File: src/rtl/seg7_scan_mux.sv
// seg7_scan_mux: four-digit time-multiplexed 7-segment driver.
// Digits are scanned 0..3 with a blanking gap before each one. A snapshot of
// the staged value is taken once per frame so a frame never mixes digits.
// Outputs are decoded only from registered state; no input reaches an output
// without passing through a flop.
module seg7_scan_mux #(
  parameter int SCAN_DIV  = 1000,
  parameter int BLANK_CYC = 16
) (
  input  logic        clk,
  input  logic        rst_n,
  input  logic [15:0] value_in,
  input  logic        value_valid,
  input  logic [3:0]  dp_in,
  input  logic        lz_blank_en,
  output logic [6:0]  seg_out,
  output logic        dp_out,
  output logic [3:0]  dig_en,
  output logic        frame_start
);

  typedef enum logic {
    PH_BLANK = 1'b0,
    PH_DRIVE = 1'b1
  } phase_t;

  localparam logic [15:0] BLANK_LAST = 16'(BLANK_CYC - 1);
  localparam logic [15:0] DRIVE_LAST = 16'(SCAN_DIV - 1);

  phase_t      r_phase;
  logic [1:0]  r_idx;
  logic [15:0] r_cnt;
  logic [15:0] r_stg_val;
  logic [3:0]  r_stg_dp;
  logic [15:0] r_disp_val;
  logic [3:0]  r_disp_dp;
  logic        r_disp_lz;

  logic        w_frame_start;
  logic [3:0]  w_nib;
  logic        w_lz_hit;

  // BCD to active-high segments; non-BCD nibbles show a dash on segment g.
  function automatic logic [6:0] seg_decode(input logic [3:0] nib);
    logic [6:0] seg;
    case (nib)
      4'd0:    seg = 7'h3F;
      4'd1:    seg = 7'h06;
      4'd2:    seg = 7'h5B;
      4'd3:    seg = 7'h4F;
      4'd4:    seg = 7'h66;
      4'd5:    seg = 7'h6D;
      4'd6:    seg = 7'h7D;
      4'd7:    seg = 7'h07;
      4'd8:    seg = 7'h7F;
      4'd9:    seg = 7'h6F;
      default: seg = 7'h40;
    endcase
    return seg;
  endfunction

  // Frame boundary: first blanking cycle of digit 0.
  assign w_frame_start = (r_phase == PH_BLANK) && (r_idx == 2'd0) && (r_cnt == 16'd0);

  // Scan sequencer: BLANK_CYC dead cycles, then SCAN_DIV drive cycles per digit.
  always_ff @(posedge clk) begin
    if (!rst_n) begin
      r_phase <= PH_BLANK;
      r_idx   <= 2'd0;
      r_cnt   <= 16'd0;
    end else begin
      case (r_phase)
        PH_BLANK: begin
          if (r_cnt == BLANK_LAST) begin
            r_cnt   <= 16'd0;
            r_phase <= PH_DRIVE;
          end else begin
            r_cnt <= r_cnt + 16'd1;
          end
        end
        PH_DRIVE: begin
          if (r_cnt == DRIVE_LAST) begin
            r_cnt   <= 16'd0;
            r_phase <= PH_BLANK;
            r_idx   <= r_idx + 2'd1;
          end else begin
            r_cnt <= r_cnt + 16'd1;
          end
        end
        default: begin
          r_phase <= PH_BLANK;
          r_cnt   <= 16'd0;
        end
      endcase
    end
  end

  // Staging register follows the input whenever it is marked valid.
  always_ff @(posedge clk) begin
    if (!rst_n) begin
      r_stg_val <= 16'd0;
      r_stg_dp  <= 4'd0;
    end else if (value_valid) begin
      r_stg_val <= value_in;
      r_stg_dp  <= dp_in;
    end else begin
      r_stg_val <= r_stg_val;
      r_stg_dp  <= r_stg_dp;
    end
  end

  // Per-frame snapshot; a value arriving on the frame boundary bypasses staging.
  always_ff @(posedge clk) begin
    if (!rst_n) begin
      r_disp_val <= 16'd0;
      r_disp_dp  <= 4'd0;
      r_disp_lz  <= 1'b0;
    end else if (w_frame_start) begin
      r_disp_val <= value_valid ? value_in : r_stg_val;
      r_disp_dp  <= value_valid ? dp_in : r_stg_dp;
      r_disp_lz  <= lz_blank_en;
    end else begin
      r_disp_val <= r_disp_val;
      r_disp_dp  <= r_disp_dp;
      r_disp_lz  <= r_disp_lz;
    end
  end

  // Select the current digit's nibble and decide whether it is a leading zero.
  always_comb begin
    w_nib    = 4'd0;
    w_lz_hit = 1'b0;
    case (r_idx)
      2'd0: begin
        w_nib    = r_disp_val[3:0];
        w_lz_hit = 1'b0;
      end
      2'd1: begin
        w_nib    = r_disp_val[7:4];
        w_lz_hit = (r_disp_val[15:4] == 12'd0);
      end
      2'd2: begin
        w_nib    = r_disp_val[11:8];
        w_lz_hit = (r_disp_val[15:8] == 8'd0);
      end
      2'd3: begin
        w_nib    = r_disp_val[15:12];
        w_lz_hit = (r_disp_val[15:12] == 4'd0);
      end
      default: begin
        w_nib    = 4'd0;
        w_lz_hit = 1'b0;
      end
    endcase
  end

  // Output decode: everything dark while blanking, current digit while driving.
  always_comb begin
    seg_out     = 7'd0;
    dp_out      = 1'b0;
    dig_en      = 4'd0;
    frame_start = w_frame_start;
    if (r_phase == PH_DRIVE) begin
      dig_en  = 4'b0001 << r_idx;
      dp_out  = r_disp_dp[r_idx];
      seg_out = (r_disp_lz && w_lz_hit) ? 7'd0 : seg_decode(w_nib);
    end else begin
      seg_out = 7'd0;
      dp_out  = 1'b0;
      dig_en  = 4'd0;
    end
  end

endmodule
File: config.mk
export PLATFORM = sky130hd
export DESIGN_NAME = seg7_scan_mux
export DESIGN_NICKNAME = d
export VERILOG_FILES = /design/src/rtl/seg7_scan_mux.sv
export SDC_FILE = /design/constraint.sdc
export NUM_CORES = 1
export LEC_CHECK = 0
export CORE_MARGIN = 2
export CORE_UTILIZATION = 40
export DETAILED_ROUTE_END_ITERATION = 7
export GPL_TIMING_DRIVEN = 0
export MAX_ROUTING_LAYER = met4
export PLACE_DENSITY = 0.67
export SYNTH_ARGS = -nofsm -noshare
export SYNTH_HDL_FRONTEND = slang
export SYNTH_SLANG_ARGS = --single-unit
File: constraint.sdc
create_clock -name clk -period 3.1 [get_ports clk]
set_input_delay 0.31 -clock clk [delete_from_list [all_inputs] [get_ports clk]]
set_output_delay 0.31 -clock clk [all_outputs]
set_load 0.02 [all_outputs]
### After elaboration in Yosys (flattened, before gate mapping)

Memories as Yosys holds them, arrays and structs flattened.
Cells that the tools add are included.

* reductions and logical operators: 9
* mux-type cells: 16
* shift operators: 1
* add/sub/neg operators: 2
* eq/ne operators: 5
* bitwise operators: 1
* $lt $le $gt $ge: 1

Operators by type and width (number)
* $mux 16: 3
* $pmux 16 s2: 1
* $add 16x1->16 const B: 1
* $eq 16x10->1 const B: 1
* $eq 16x4->1 const B: 1
* $logic_not 16->1: 1
* $pmux 4 s4: 1
* $mux 7: 2
* $logic_not 12->1: 1
* $logic_not 8->1: 1
* $mux 4: 2
* $eq 2x2->1 const B: 2
* $logic_not 4->1: 1
* $mux 1: 4
* $pmux 1 s4: 1
* $shl 1x2->4 const A: 1
* $logic_and 1x1->1: 3
* $lt 2x3->1 const B: 1
* $add 2x1->2 const B: 1
* $bmux 1 s2: 1
* $eq 2x1->1 const B: 1
* $logic_not 2->1: 1
* $pmux 1 s2: 1
* $reduce_and 2->1: 1
* $not 1->1: 1

* register bits: 60
* input bits: 24
* bits in read-only memories: 112
* memories kept: 1
* output and inout bits: 13

Memories
* (name not given): words 16, bits a word 7, rd ports 1, clocked after memory_dff 0, write ports 0, RTL line 46 `case (nib)`

### Depth between registers and ports, before layout

* depth in word-level cells: 5
* depth in mapped cells: 10

### Worst setup path before layout

Ideal clock, no wire load.

* path kind: register to output
* start: register r_idx[0]
* end: output port seg_out[0]
* setup slack: 0.205 ns
* stages on the path, launching flop included: 11
* arrival time: 2.585 ns
* path buffers: 0
* cells stage by stage: dfxtp_1 > inv_1 > ha_1 > a222oi_1 > mux2_2 > inv_1 > ha_1 > or3b_2 > o41ai_1 > o21ai_0 > a22oi_1

* cells in the longest elaborated chain, start to end: 5
* elaborated cells on any way between the ends: 10

Ends and longest elaborated chain
* start: declaration: RTL line 31 `logic [1:0] r_idx;`
* start signal: assignment: RTL line 85 `r_idx <= r_idx + 2'd1;`
* $eq 2x2->1 (tied with other cells): RTL line 133 `case (r_idx)`
* $pmux 4 s4 / $pmux 1 s4 (equally long branches): RTL line 133
* $mem_v2 16x7 / $logic_and 1x1->1 (equally long branches)
* $mux 7 (*): RTL line 166 `seg_out = (r_disp_lz && w_lz_hit) ? 7'd0 : seg_decode(w_nib);`
* $mux 7 (*): RTL line 163 `if (r_phase == PH_DRIVE) begin`
* end: declaration: RTL line 16 `output logic [6:0] seg_out,`

Every way passes the cells marked *; elsewhere a longest branch is shown, timed or not.

### Worst setup path after layout

Same ends and word-level chain as after synthesis.

==> reports/results.txt <==
Synth Cell Area = 2950 um2
Critical Path RT = 2.79 ns
Longest Clk Path Bufs = 2
Clock Skews = 0.00735 ns
Worst setup margin = -0.00248 ns
Max VDD drop = 0.000299 V
Initial core utilization = 41.1%
Final Hold Vio Count = 0
Critical path type = flop to primary output
First-pass GRT wire length = 11900 um
Filler cell count = 669
Clock Power Share = 39.6%
Register share of total power = 47.5%
CTS tree = built
HPWL Detailed = 5000 um
Most frequent cell after synthesis = dfxtp_1
Die Width = 89.8 um
GRT overflow = 0
Largest family of logic cells by synthesized area = simple AND/OR/NAND/NOR gates
Max-slew headroom = 53.4%
Starting DRT DRC Count = 185
Syn_area_per_cell = 8.72 um2
Switching share of power = 26.7%
PortBufs = 35
Final hold slack = 0.476 ns
Setup crit start kind = flop
Endpoints failing setup = 1
Root buf cell = clkbuf_8
Post-synthesis sequential element count = 60
Die footprint = 8070 um2
Crit end category = primary output
GRT Resource Usage Total = 18.3%
Share of layout cells above drive strength 1 = 14.9%
Leak = 1.45 nW
DR vias/cell = 5.43
Syn Nets = 374
Sequential-to-total area share from yosys stat = 40.7%
Syn Inst Count = 338
Total power = 1.76 mW
Synth Area in XOR/XNOR = 3.27%
Critical Path AT = 2.79 ns
Synth area leaders = dfxtp_1, mux2i_1, ha_1
Core ar. = 7180 um2
Yosys top cell area share = 40.7%
Via count = 2692
FP Rows = 31
Initial antenna violation count = 0
Num CTS Buffers = 9
CTS clk-pin slew, worst paths = 0.07 ns
Hold-fix buffers, CTS = 0
DR WL/cell = 14.1 um
Pre-CTS setup slack = -0.512 ns
Status = finished, violations left
Synth Area in Compound Gates = 14.7%
Post-synthesis mux area share = 8.32%
Die Y = 89.8 um
Slew @ Worst Pin = 0.699 ns
Max cap viols = 0
Yosys top cell by area = dfxtp_1
Wirelength, routed = 6970 um
Post-layout min period = 3.10 ns
Max Slew Vio Count = 0
Largest net degree at the start of global routing = 13
HP Class = flop to flop
Library cells used by synthesis = 50
Layout Cells excl Fill = 496
Async SR Flop Fraction = 0%
Latest clock arrival within the worst-skew pair = 0.35 ns
Int Power = 1.29 mW
Simple-Gate Fraction of Synth Area = 23.9%
Combinational share of power = 12.9%
Highest net fanout along the worst path = 4
Ports = 37
Yosys Warn Count = 0
Area share of fa/ha/maj cells after synthesis = 5.09%
Peak Freq = 322 MHz
Vias in the first global route = 2558
H-tree depth = 3
Cell Area, Placed = 3420 um2
Routed Antenna Nets = 0
Failing checks = setup timing
EDFF count, synth = 0
Post-route cell area = 3760 um2
Final period util = 100%
RePlAce Congestion = 0.918
Placed Instances = 472
Pwr/cell area = 468 nW/um2
Nets@finish = 428
Top_reg_cell synth = dfxtp_1
TritonCTS Sinks = 60
Switch Pwr = 469 uW
Unrepaired setup endpoints after global routing = yes
DR DRC count = 0
Ant diodes = 0
Synth-to-Final Area Change = 27.6%
Synth top cells by count = dfxtp_1, nand3_1, nor2_1
Drt pass-1 iters = 5
state kept, by name, indices dropped and copies added, names as in the netlist:
register    count
r_cnt          16
r_disp_dp       4
r_disp_lz       1
r_disp_val     16
r_idx           2
r_phase         1
r_stg_dp        4
r_stg_val      16
final timing paths:
check	from	cells after the start	slack [ns]	end
setup reg to reg	r_cnt[0]$_SDFF_PN0_	6	1.00	r_cnt[1]$_SDFF_PN0_
hold / removal	r_disp_dp[2]$_SDFFE_PN0P_	2	0.48	r_disp_dp[2]$_SDFFE_PN0P_
hold reg to reg	r_disp_dp[2]$_SDFFE_PN0P_	2	0.48	r_disp_dp[2]$_SDFFE_PN0P_
setup / recovery	r_idx[0]$_SDFFE_PN0P_	11	-0.002	seg_out[0]
worst max-delay path, stage by stage, from the launching register on:
cell        delay, ns
dfxtp_4          0.38
clkinvlp_4       0.12
ha_4             0.18
a222oi_1         0.38
mux2_4           0.26
inv_4            0.04
ha_4             0.16
or3b_4           0.40
o41ai_4          0.07
o21ai_1          0.11
a22oi_1          0.18
buf_4            0.17
final cells by class:
type / count / area, um2 / share of cell area (%)
Inverter: 14 / 63.8 / 1.70
Timing Repair Buffer: 43 / 387 / 10.3
Clock inverter: 7 / 76.3 / 2.03
Tap cell: 99 / 124 / 3.29
Sequential cell: 60 / 1210 / 32.1
Clock buffer: 9 / 124 / 3.29
Buffer: 15 / 65.1 / 1.73
Multi-Input combinational cell: 249 / 1710 / 45.5
power groups by stage:
stage | clock network [mW] | logic, mW | registers [mW]
floorplan | 0 | 0.139 | 0.845
detailed placement | 0 | 0.207 | 0.854
global route | 0.747 | 0.253 | 0.840
global placement | 0 | 0.204 | 0.853
finish | 0.696 | 0.227 | 0.836
CTS | 0.708 | 0.216 | 0.836
what timing repair did:
item                                    CTS  global route
buffers inserted                          6             2
gates resized for setup                  36            16
endpoints found under the setup margin    7             6
pin swaps                                 7             9
routing by layer:
metal | part of all wire [%] | vias up | track usage (%)
met5 | 0 | - | -
met4 | 2.1 | 0 | 5.00
met3 | 5.3 | 14 | 6.20
met2 | 49 | 62 | 30.5
met1 | 43 | 1280 | 21.3
li1 | - | 1336 | -
cells by family (layout without fill, tap and decap cells):
kind of cell    after synthesis  count (layout)
compound gates               66              66
xor+xnor                     11              11
fa+ha+maj                    12              12
buf+inv                      29              88
flops                        60              60
mux                          23              23
simple gates                137             137
cells in the final DEF, fill, tap and decap left out, types with 2 or more instances in the layout:
| cell type | n |
|---|---|
| dfxtp_1 | 58 |
| clkbuf_2 | 3 |
| and2_1 | 7 |
| xnor2_1 | 5 |
| and4_1 | 3 |
| a21o_1 | 3 |
| nor2b_1 | 2 |
| xor2_1 | 6 |
| mux2i_1 | 20 |
| nor4_1 | 8 |
| ha_4 | 3 |
| clkinvlp_4 | 3 |
| o21ai_1 | 5 |
| or3_1 | 2 |
| nand4_1 | 4 |
| o31ai_1 | 4 |
| mux2_4 | 2 |
| a222oi_1 | 4 |
| nand2_1 | 27 |
| or4_1 | 2 |
| and3_1 | 3 |
| clkbuf_1 | 12 |
| nand3_1 | 29 |
| o21ai_0 | 24 |
| clkinv_4 | 3 |
| clkdlybuf4s50_1 | 28 |
| dfxtp_4 | 2 |
| a211oi_1 | 4 |
| a211oi_2 | 2 |
| clkbuf_8 | 9 |
| inv_1 | 10 |
| buf_4 | 13 |
| ha_2 | 2 |
| a22oi_1 | 6 |
| nor3_1 | 12 |
| nor2_1 | 28 |
| a21oi_1 | 6 |
| ha_1 | 7 |
through the flow:
step                util, %  setup TNS (ns)
floorplan                 -               0
global placement       47.7           -1.33
detailed placement     47.7           -1.35
CTS                    51.8         -0.0125
global route           52.4          -0.354
finish                 52.4        -0.00248
Power figures use the tool's default switching activity.
